[src/rtl/can_tx_pkg.sv]
// ============================================================
// can_tx_pkg : shared constants and state type for CAN header TX
// Rev 1.0
// ============================================================
`default_nettype none

package can_tx_pkg;

  localparam int HDR_LEN   = 19;
  localparam int STUFF_RUN = 5;

  localparam logic RECESSIVE = 1'b1;
  localparam logic DOMINANT  = 1'b0;

  typedef enum logic [1:0] {
    S_IDLE = 2'd0,
    S_SEND = 2'd1,
    S_TAIL = 2'd2,
    S_DONE = 2'd3
  } txState_t;

endpackage

`default_nettype wire

[src/rtl/can_bit_stuffer.sv]
// ============================================================
// can_bit_stuffer : tracks equal-bit run and picks stuff vs data bit
// Rev 1.0
// ============================================================
`default_nettype none

module can_bit_stuffer
  import can_tx_pkg::*;
(
  input  logic       clk,
  input  logic       resetN,
  input  logic       load,
  input  logic [2:0] load_run,
  input  logic       load_last,
  input  logic       step,
  input  logic       data_bit,
  output logic       stuff_now,
  output logic       out_bit,
  output logic [2:0] run_len,
  output logic       last_bit
);

  assign stuff_now = (run_len == 3'(STUFF_RUN));
  assign out_bit   = stuff_now ? ~last_bit : data_bit;

  // The stuff bit itself opens a new run of length one.
  always_ff @(posedge clk or negedge resetN) begin
    if (!resetN) begin
      run_len  <= 3'd0;
      last_bit <= RECESSIVE;
    end else if (load) begin
      run_len  <= load_run;
      last_bit <= load_last;
    end else if (step) begin
      if (stuff_now) begin
        run_len  <= 3'd1;
        last_bit <= ~last_bit;
      end else begin
        run_len  <= (data_bit == last_bit) ? run_len + 3'd1 : 3'd1;
        last_bit <= data_bit;
      end
    end
  end

endmodule

`default_nettype wire

[src/rtl/can_header_tx.sv]
// ============================================================
// can_header_tx : serializes a CAN 2.0A base header with bit stuffing
// Rev 1.0
// ============================================================
`default_nettype none

module can_header_tx
  import can_tx_pkg::*;
#(
  parameter bit STUFF_TAIL = 1'b1
) (
  input  logic        clk,
  input  logic        resetN,
  input  logic        start,
  input  logic        abort,
  input  logic        bitPulse,
  input  logic [10:0] canId,
  input  logic        rtr,
  input  logic [3:0]  msgSize,
  output logic        dOut,
  output logic        busy,
  output logic        done,
  output logic        stuffActive,
  output logic [2:0]  stuffCount,
  output logic [2:0]  runLen,
  output logic        lastBit
);

  txState_t             state;
  txState_t             state_nxt;
  logic [HDR_LEN-1:0]   hdr;
  logic [4:0]           hdr_cnt;
  logic                 bus_bit;
  logic                 stuff_flag;
  logic [2:0]           stuff_cnt;
  logic                 load;
  logic                 step;
  logic                 stuff_now;
  logic                 out_bit;
  logic                 tail_needed;

  assign tail_needed = STUFF_TAIL && stuff_now;
  assign load        = !abort && (state == S_IDLE) && start;
  assign step        = !abort && bitPulse &&
                       ((state == S_SEND) || ((state == S_TAIL) && tail_needed));

  can_bit_stuffer u_stuffer (
    .clk       (clk),
    .resetN    (resetN),
    .load      (load),
    .load_run  (3'd0),
    .load_last (RECESSIVE),
    .step      (step),
    .data_bit  (hdr[HDR_LEN-1]),
    .stuff_now (stuff_now),
    .out_bit   (out_bit),
    .run_len   (runLen),
    .last_bit  (lastBit)
  );

  always_ff @(posedge clk or negedge resetN) begin
    if (!resetN) begin
      state <= S_IDLE;
    end else begin
      state <= state_nxt;
    end
  end

  always_comb begin
    state_nxt = state;
    if (abort) begin
      state_nxt = S_IDLE;
    end else begin
      case (state)
        S_IDLE: if (start) state_nxt = S_SEND;
        S_SEND: if (bitPulse && !stuff_now && (hdr_cnt == 5'(HDR_LEN - 1)))
                  state_nxt = S_TAIL;
        S_TAIL: if (!tail_needed || bitPulse) state_nxt = S_DONE;
        S_DONE: state_nxt = S_IDLE;
        default: state_nxt = S_IDLE;
      endcase
    end
  end

  always_comb begin
    busy = (state != S_IDLE);
    done = (state == S_DONE);
  end

  // A stuff step leaves the shift register parked on the pending data bit.
  always_ff @(posedge clk or negedge resetN) begin
    if (!resetN) begin
      hdr        <= '0;
      hdr_cnt    <= 5'd0;
      bus_bit    <= RECESSIVE;
      stuff_flag <= 1'b0;
      stuff_cnt  <= 3'd0;
    end else if (abort) begin
      bus_bit    <= RECESSIVE;
      stuff_flag <= 1'b0;
    end else if (load) begin
      hdr       <= {DOMINANT, canId, rtr, DOMINANT, DOMINANT, msgSize};
      hdr_cnt   <= 5'd0;
      stuff_cnt <= 3'd0;
    end else if (step) begin
      bus_bit    <= out_bit;
      stuff_flag <= stuff_now;
      if (stuff_now) begin
        stuff_cnt <= stuff_cnt + 3'd1;
      end else begin
        hdr     <= {hdr[HDR_LEN-2:0], 1'b0};
        hdr_cnt <= hdr_cnt + 5'd1;
      end
    end else if (state == S_DONE) begin
      stuff_flag <= 1'b0;
    end
  end

  assign dOut        = bus_bit;
  assign stuffActive = stuff_flag;
  assign stuffCount  = stuff_cnt;

endmodule

`default_nettype wire

[config.mk]
export PLATFORM = sky130hd
export DESIGN_NAME = can_header_tx
export DESIGN_NICKNAME = d
export VERILOG_FILES = /design/src/rtl/can_tx_pkg.sv /design/src/rtl/can_bit_stuffer.sv /design/src/rtl/can_header_tx.sv
export SDC_FILE = /design/constraint.sdc
export NUM_CORES = 1
export LEC_CHECK = 0
export BUFFER_PORTS_ARGS = -buffer_cell sky130_fd_sc_hd__buf_4
export CAP_MARGIN = 20
export CORE_AREA = 10 10 70 72
export DETAILED_ROUTE_END_ITERATION = 8
export DIE_AREA = 0 0 80 82
export GPL_TIMING_DRIVEN = 0
export HOLD_SLACK_MARGIN = 0.03
export PLACE_DENSITY = 0.76
export SLEW_MARGIN = 20
export SYNTH_ARGS = -nofsm -noshare
export SYNTH_HDL_FRONTEND = slang
export SYNTH_SLANG_ARGS = --single-unit
[constraint.sdc]
create_clock -name clk -period 1.95 [get_ports clk]
set_input_delay 0.0975 -clock clk [delete_from_list [all_inputs] [get_ports clk]]
set_output_delay 0.0975 -clock clk [all_outputs]
set_load 0.01 [all_outputs]
==> run_results.csv <==
group,metric,value,unit
finish,layout_commonest_cell,"dfrtp_1",
worst_setup_path,worstSetupPathType,"flip-flop to flip-flop",
synthesis,avgSynthCellArea,10.4,um^2
sta,setup_viol,0,
finish,nNetsFinal,266,
synthesis,syn_nets,211,
worst_setup_path,cp_slowest_cell,"dfrtp_1",
synthesis,synth-async-reset-ratio,100,%
global_route,grt_start_max_net_pins,36,
global_route,track_usage,13.8,%
die,die_width,80,um
finish,layout.cells.non_filler,285,
global_route,grt_pass1_wl,7330,um
detailed_routing,drt-total-wl,4300,um
die,start_util,52.6,%
synthesis,netlist_top_cells_area,"dfrtp_1 44%, mux2i_1 12%, ha_1 6.0%",
synthesis,synth_top_area_share,43.9,%
cts,clkLatencyLatePin,0.33,ns
worst_setup_path,critPathMaxStageDelay,0.43,ns
sta,finClkSkew,0.0122,ns
worst_setup_path,endpoint_kind,"flip-flop",
finish,fin_util,68.4,%
synthesis,seq_area_frac_synth,46.7,%
sta,slew_viol_final,0,
placement,place_area,0.00217,mm^2
finish,final_cell_mix,"33 x dfrtp_1, 30 x buf_4, 22 x mux2i_1",
finish,layout-area-overhead-vs-synth,30.2,%
placement,hpwl,3040,um
power_and_ir_drop,ir_worst_vdd,499,uV
sta,finalCritPeriodShare,95.6,%
synthesis,synth_area,0.00188,mm^2
worst_setup_path,cp.buffers_inverters,3,
cts,cts_post_setup_buffers_inserted,0,
worst_setup_path,critPathRequiredTime,2.16,ns
placement,gp_congestion,0.802,
sta,relSlewSlack,70.6,%
cts,cts_buffers,5,
finish,n_antenna_cell,0,
sta,hold_violations,0,
cts,clk_pin_slew,0.11,ns
sta,fmaxAchievable,0.536,GHz
detailed_routing,initialDrtViolationCount,99,
synthesis,synth_edf_count,0,
worst_setup_path,arrival,2.08,ns
power_and_ir_drop,power.leakage,0.00112,uW
die,core_area,0.00358,mm^2
worst_setup_path,startpoint_type,"flip-flop",
die,boundaryPins,32,
sta,worst_pin_slew,0.442,ns
global_route,grt_pass1_vias,1577,
cts,cts-root-buf,"clkbuf_4",
detailed_routing,vias,1483,
synthesis,synth-seq-cells,35,
cts,htree_levels,2,
sta,fin_crit,1.87,ns
placement,io_buffers,30,
run_status,outcome,"finished clean",
die,die_area,0.00656,mm^2
die,die_h,82,um
synthesis,synth_flop_cell,"dfrtp_1",
synthesis,yosysWarnings,0,
sta,setup-tns-final,0,ns
worst_setup_path,worstPathMaxFanout,10,
power_and_ir_drop,finalPower,2610,uW
cts,cts_tree,"built",
synthesis,yosysUniqueCellTypes,36,
hold_path,min_path_type,"primary input to flip-flop",
detailed_routing,routed_via_density,5.20,
die,core.rowCount,22,
global_route,antenna_found_initial,0,
finish,fin_area,0.00245,mm^2
synthesis,yosysTopAreaCell,"dfrtp_1",
flow_run,max_cap_violations,0,
power_and_ir_drop,powerDensity,1060,mW/mm^2
detailed_routing,drc,0,
cts,clockBufferDepth,2,
worst_setup_path,crit_family,"flip-flops",
finish,fillers,282,
placement,dp.cells,259,
detailed_routing,drt_pass1_iterations,4,
detailed_routing,wl_per_cell,15.1,um
synthesis,synthCells,181,
worst_setup_path,crit_chain,"inv_1 > ha_2 > and3b_2 > and2_4 > buf_6 > buf_12 > mux2i_1 > o21ai_1",
global_route,globalRouteOverflowTotal,0,
detailed_routing,ant_nets,0,
cts,cts.sinks,35,
finish,drive_gt1_share,24.5,%
[final timing paths]
path	start	to	slack (ns)	cells after the start
worst max-delay path	state[1]	hdr[1]	0.08	8
worst min-delay path	bitPulse	dOut	0.21	4
worst min register to register	stuffActive	stuffActive	0.52	2
worst max register to register	state[1]	hdr[1]	0.08	8
min in group asynchronous	resetN	hdr[16]	0.23	2
max in group asynchronous	resetN	dOut	1.37	2
[metal layers]
metal	track usage, %	wire length, um	vias up
met4	2.46	11	0
met3	4.91	261	2
met2	24.7	2200	40
li1	-	-	729
met5	0	0	-
met1	15.6	1830	712
[area by class of cell]
class | instances | area, um^2 | share of cell area, %
inverter | 7 | 26.3 | 1.07
buffer | 8 | 80.1 | 3.27
timing repair buffer | 48 | 405 | 16.6
sequential | 35 | 878 | 35.9
tap | 48 | 60.1 | 2.45
multi-input combinational | 131 | 912 | 37.3
clock buffer | 6 | 51.3 | 2.10
clock inverter | 2 | 35.0 | 1.43
[synth_stat cells (all sizes together) (2+ instances only)]
| cell type | number |
|---|---|
| nand3 | 4 |
| nand2 | 22 |
| nor2 | 19 |
| buf | 4 |
| clkbuf | 4 |
| nor3 | 2 |
| o21ai | 20 |
| xor2 | 3 |
| xnor2 | 3 |
| nand3b | 2 |
| a21oi | 7 |
| nand2b | 4 |
| ha | 9 |
| nor4b | 2 |
| inv | 7 |
| mux2i | 22 |
| dfrtp | 33 |
| and3 | 2 |
| dfstp | 2 |
[metrics by stage]
stage          setup slack, ns  hold slack (ns)
6_report                0.0849            0.213
5_1_grt                -0.0165            0.215
4_1_cts                 0.0438            0.186
3_5_place_dp           -0.0882           0.0757
3_3_place_gp           -0.0147           0.0664
2_1_floorplan            0.201           -0.198
[cell families after synthesis]
family	count (synthesis)	share of synthesized area [%]
AO/OA/AOI/OAI	31	9.45
flip-flops	35	46.7
XOR/XNOR	6	2.79
multiplexers	23	12.3
buffers and inverters	15	5.52
adder cells (fa/ha/maj)	9	5.99
AND/OR/NAND/NOR	62	17.2
[flip-flops by register name (all words and copies together), names as in the netlist]
name	cells
stuffCount	3
hdr_cnt	5
dOut	1
hdr	19
u_stuffer.run_len	3
u_stuffer.last_bit	1
state	2
stuffActive	1
[worst min-delay path, delay by kind of cell]
family,cells,cell delay (ns)
buffers and inverters,1,0.13
and+or+nand+nor,2,0.20
muxes,1,0.09
[report_power, final]
group	internal (uW)	switching (uW)	total [uW]
clock	303	240	543
sequential	961	160	1120
combinational	435	506	941
total	1700	906	2610
[repair_timing]
action | CTS | global route
hold buffers | 18 | 0
gates resized for setup | 1 | 6
endpoints found under the setup margin | 28 | 12
pin swaps | 0 | 1
endpoints found under the hold margin | 52 | 0
Power figures use the tool's default switching activity.
